File: src/rtl/enigma_history_buffer_pkg.sv
// Shared Enigma letter/ASCII constants, used by the history buffer and the
// keycode/LCD conversion blocks.
package enigma_history_buffer_pkg;

  localparam int LETTER_W = 5;

  typedef logic [LETTER_W-1:0] letter_t;

  localparam letter_t    LETTER_MAX  = 5'd25;
  localparam logic [7:0] ASCII_A     = 8'h41;
  localparam logic [7:0] ASCII_SPACE = 8'h20;

endpackage

File: src/rtl/enigma_history_buffer.sv
// Circular history of encrypted letters shown on the LCD page; position 0 is
// always the oldest visible character, unfilled positions read as blanks.
module enigma_history_buffer
  import enigma_history_buffer_pkg::*;
#(
  parameter int         ADDR_W     = 5,
  parameter logic [7:0] BLANK_CHAR = ASCII_SPACE
) (
  input  logic              clk,
  input  logic              reset_n,
  input  logic              wr_en,
  input  logic [4:0]        wr_letter,
  input  logic              clear,
  input  logic [ADDR_W-1:0] raddr,
  output logic [7:0]        rdata,
  output logic [ADDR_W:0]   count,
  output logic              wrapped
);

  localparam int DEPTH = 1 << ADDR_W;
  localparam logic [ADDR_W:0] FULL_COUNT = {1'b1, {ADDR_W{1'b0}}};

  letter_t mem [DEPTH];

  logic [ADDR_W-1:0] wr_ptr_q, wr_ptr_d;
  logic [ADDR_W:0]   count_q, count_d;
  logic              wrapped_q, wrapped_d;
  logic [7:0]        rdata_q, rdata_d;

  logic              accept;
  logic              mem_we;
  logic              full;
  logic              rd_valid;
  logic [ADDR_W-1:0] rd_idx;

  always_comb begin
    accept    = wr_en && !clear && (wr_letter <= LETTER_MAX);
    mem_we    = accept && reset_n;
    full      = (count_q == FULL_COUNT);
    wr_ptr_d  = wr_ptr_q;
    count_d   = count_q;
    wrapped_d = wrapped_q;

    if (clear) begin
      wr_ptr_d  = '0;
      count_d   = '0;
      wrapped_d = 1'b0;
    end else if (accept) begin
      wr_ptr_d = wr_ptr_q + ADDR_W'(1);
      if (full) begin
        wrapped_d = 1'b1;
      end else begin
        count_d = count_q + (ADDR_W+1)'(1);
      end
    end
  end

  // Once full, the oldest entry sits at the write pointer, so rotate by it.
  always_comb begin
    rd_idx   = full ? (wr_ptr_q + raddr) : raddr;
    rd_valid = full || ({1'b0, raddr} < count_q);
    rdata_d  = rd_valid ? (ASCII_A + {{(8-LETTER_W){1'b0}}, mem[rd_idx]})
                        : BLANK_CHAR;
  end

  always_ff @(posedge clk) begin
    if (!reset_n) begin
      wr_ptr_q  <= '0;
      count_q   <= '0;
      wrapped_q <= 1'b0;
      rdata_q   <= BLANK_CHAR;
    end else begin
      wr_ptr_q  <= wr_ptr_d;
      count_q   <= count_d;
      wrapped_q <= wrapped_d;
      rdata_q   <= rdata_d;
    end
  end

  // No reset on the array so it maps onto distributed RAM; count masks stale data.
  always_ff @(posedge clk) begin
    if (mem_we) begin
      mem[wr_ptr_q] <= wr_letter;
    end
  end

  assign rdata   = rdata_q;
  assign count   = count_q;
  assign wrapped = wrapped_q;

endmodule

File: config.mk
export PLATFORM = sky130hd
export DESIGN_NAME = enigma_history_buffer
export DESIGN_NICKNAME = d
export VERILOG_FILES = /design/src/rtl/enigma_history_buffer_pkg.sv /design/src/rtl/enigma_history_buffer.sv
export SDC_FILE = /design/constraint.sdc
export NUM_CORES = 1
export LEC_CHECK = 0
export CORE_UTILIZATION = 50
export DETAILED_ROUTE_END_ITERATION = 10
export HOLD_SLACK_MARGIN = 0.02
export PLACE_DENSITY = 0.78
export SLEW_MARGIN = 10
export SYNTH_ARGS = -nofsm -noshare
export SYNTH_HDL_FRONTEND = slang
export SYNTH_SLANG_ARGS = --single-unit
File: constraint.sdc
create_clock -name clk -period 6 [get_ports clk]
set_clock_uncertainty 0.2 [all_clocks]
set_input_delay 1.2 -clock clk [delete_from_list [all_inputs] [get_ports clk]]
set_output_delay 1.2 -clock clk [all_outputs]
set_load 0.01 [all_outputs]
==> results.md <==
- Status: finished clean
- CTS max path bufs: 2
- Leading area contributor after synthesis: edfxtp_1
- Critical Setup Path Class: in2reg
- Leak: 0.00293 µW
- Row cnt: 45
- Warnings, synthesis: 0
- Worst setup endpoint: rdata[4]$_SDFF_PN0_
- Critical path startpoint category: input port
- Num CTS Buffers: 17
- Post-cts sizing count: 0
- Worst slew pin tran: 1.19 ns
- Maxcap violations: 0
- Largest net degree at the start of global routing: 39
- Top cell type's share of synthesized area: 0.621
- Top cells by count, synth: edfxtp_1, nor2_1, nand2_1
- Final min period: 4.96 ns
- WP data arrival: 5.08 ns
- Final Setup Violations: 0
- Worst-path maximum fanout: 38
- Via count: 4,643
- TritonCTS clock tree: done
- Largest cells by area after synthesis: edfxtp_1, dfxtp_1, mux4_2
- Slew margin rel.: 0.204
- Initial antenna violation count: 0
- Clock root cell: clkbuf_16
- Vias in the first global route: 4,624
- Reg clk slew, reported paths: 0.06 ns
- DRC viols: 0
- Synthesized flop and latch total: 179
- GR Util All Layers: 0.230
- Setup slack after layout: 1.04 ns
- Setup Buffers After CTS: 0
- DRT iter0 DRCs: 504
- Area Growth Syn to Fin: 13.2%
- Data required, critical path: 6.12 ns
- Final Cycle Share: 0.827
- Mapped cell area: 0.00773 mm²
- Gr ovfl total: 0
- Placer Congestion: 0.967
- Post-synth ARST share: 0
- Sink Count: 179
- Unrepaired setup endpoints after global routing: no
- First-pass GRT wire length: 26,700 µm
- Worst R2R End: rdata[4]$_SDFF_PN0_
- Diodes inserted: 0
- Clk_lat worst skew: 0.43 ns
- Setup WS pre-CTS: 0.585 ns
- Crit path from: raddr[0]
- Sequential share of the synthesized area: 0.670
- Post-synth EDFFs: 160
- Max Clock Freq: 202 MHz
- # port buffers: 27
- Nets: 586
- CORE AREA: 0.0151 mm²
- H-tree Lvls: 4
- Drt wl/cell: 22.3 µm
- Flop2flop setup slack: 1.83 ns
- Chip height: 126 µm
- Netlist cell types: 65
- Pre-antenna DRT Iters: 5
- Die area: 0.0160 mm²
- Ys flop type: edfxtp_1
- Post-Synthesis Cells: 527
- Syn_area_per_cell: 14.7 µm²
- Max-slew violations: 0
- VDD IR max: 0.000203 V
- Initial Util: 0.511
- Critical Path End Type: flop
- Final Hold Viols: 0
- Hold-fix buffers, CTS: 0
- Setup TNS: 0 ns
- Cell with the most instances after synthesis: edfxtp_1
- Mapped Nets: 557
- Hold Crit Class: reg2reg
- Post-route antenna net violation count: 0
- Fraction of layout instances using a drive strength above 1: 0.109
- Overall routed net length: 16,900 µm
- Drt via density: 6.13
- I/O pins: 29
- PD cells: 300 mW/mm²
- Die W: 126 µm
- Reg-to-Reg Start: count[5]$_SDFFE_PP0P_
- R2R depth: 11
- HPWL Detailed: 11,200 µm
-- layer usage --
| layer | part of all wire | up-vias | GRT usage |
|---|---|---|---|
| li1 | - | 2076 | - |
| met1 | 0.41 | 2271 | 0.307 |
| met2 | 0.47 | 247 | 0.353 |
| met3 | 0.090 | 49 | 0.0641 |
| met4 | 0.029 | 0 | 0.103 |
| met5 | 0 | - | 0 |
-- state kept, by name, summed over array words and instances (netlist names) --
| register | flops |
|---|---|
| wrapped | 1 |
| count | 6 |
| wr_ptr_q | 5 |
| rdata | 7 |
| mem | 160 |
-- cell usage in the layout, fill, tap and decap left out, types with 3 or more instances in the layout --
| cell type | instances |
|---|---|
| edfxtp_1 | 160 |
| nor2_1 | 56 |
| nand2_1 | 42 |
| clkdlybuf4s50_1 | 27 |
| mux2i_1 | 19 |
| dfxtp_1 | 19 |
| clkbuf_16 | 17 |
| nand3_1 | 16 |
| mux4_2 | 16 |
| a211oi_1 | 15 |
| ha_1 | 15 |
| inv_1 | 14 |
| and3_1 | 13 |
| a21oi_1 | 11 |
| xnor2_1 | 8 |
| o21ai_0 | 8 |
| nor3_1 | 7 |
| buf_4 | 7 |
| mux4_1 | 6 |
| a31oi_1 | 6 |
| nand4_1 | 5 |
| clkbuf_1 | 5 |
| nand2b_1 | 4 |
| a21boi_0 | 4 |
| xor2_1 | 4 |
| a311oi_1 | 4 |
| a211o_1 | 3 |
| nand3b_1 | 3 |
| or3_1 | 3 |
| bufinv_16 | 3 |
-- critical path, stage by stage --
cell             delay, ns
clkdlybuf4s50_1       0.52
ha_1                  0.19
inv_1                 0.06
fa_1                  0.44
nand3_2               0.22
and2_4                0.64
mux4_2                0.59
mux2i_1               0.26
a2bb2oi_1             0.12
o32ai_1               0.15
inv_1                 0.12
ha_1                  0.23
and4_4                0.15
o21a_1                0.16
-- worst min path at each step --
stage / startpoint / endpoint / slack (ns) / cells after the start
after floorplan: wrapped$_SDFFE_PP0P_ / wrapped$_SDFFE_PP0P_ / 0.30 / 2
after global placement: wrapped$_SDFFE_PP0P_ / wrapped$_SDFFE_PP0P_ / 0.26 / 2
after detailed placement: wrapped$_SDFFE_PP0P_ / wrapped$_SDFFE_PP0P_ / 0.31 / 2
after CTS: wrapped$_SDFFE_PP0P_ / wrapped$_SDFFE_PP0P_ / 0.33 / 2
after global routing: wrapped$_SDFFE_PP0P_ / wrapped$_SDFFE_PP0P_ / 0.33 / 2
final: wrapped$_SDFFE_PP0P_ / wrapped$_SDFFE_PP0P_ / 0.32 / 2
-- per-stage QoR --
step	power [µW]	cell area, µm²	hold slack, ns	instances	utilization
2_1_floorplan	1480	7730	0.305	527	-
3_3_place_gp	1540	8170	0.256	725	0.539
3_5_place_dp	1540	8170	0.313	725	0.539
4_1_cts	2640	8750	0.327	757	0.578
5_1_grt	2700	8750	0.334	757	0.578
6_report	2630	8750	0.317	757	0.578
-- logic make-up (layout without fill, tap and decap cells) --
| logic type | count (synthesis) | count (layout) | synth area share |
|---|---|---|---|
| other | 1 | 1 | 0.000485 |
| buffers and inverters | 39 | 81 | 0.0259 |
| adders and majority gates | 16 | 16 | 0.0269 |
| DFF | 179 | 179 | 0.670 |
| AOI/OAI and AO/OA | 72 | 72 | 0.0662 |
| and+or+nand+nor | 166 | 166 | 0.104 |
| muxes | 42 | 42 | 0.0930 |
| xor gates and xnor gates | 12 | 12 | 0.0136 |
-- final cells by class --
class	count	area, µm²
repair buffers	35	343
inverters	14	52.6
clock buffers	23	458
multi-input cells	309	2350
clock inverters	9	131
well taps	188	235
fillers	1141	6390
flip-flops and latches	179	5180
-- power breakdown --
| part | leakage (µW) | switching (µW) | total, µW | internal [µW] |
|---|---|---|---|---|
| sequential | 0.00159 | 1.74 | 1360 | 1360 |
| clock | 0.000279 | 448 | 1110 | 666 |
| combinational | 0.00105 | 94.3 | 155 | 60.5 |
| total | 0.00293 | 544 | 2630 | 2090 |
No activity file was read; power rests on OpenSTA's default activity.
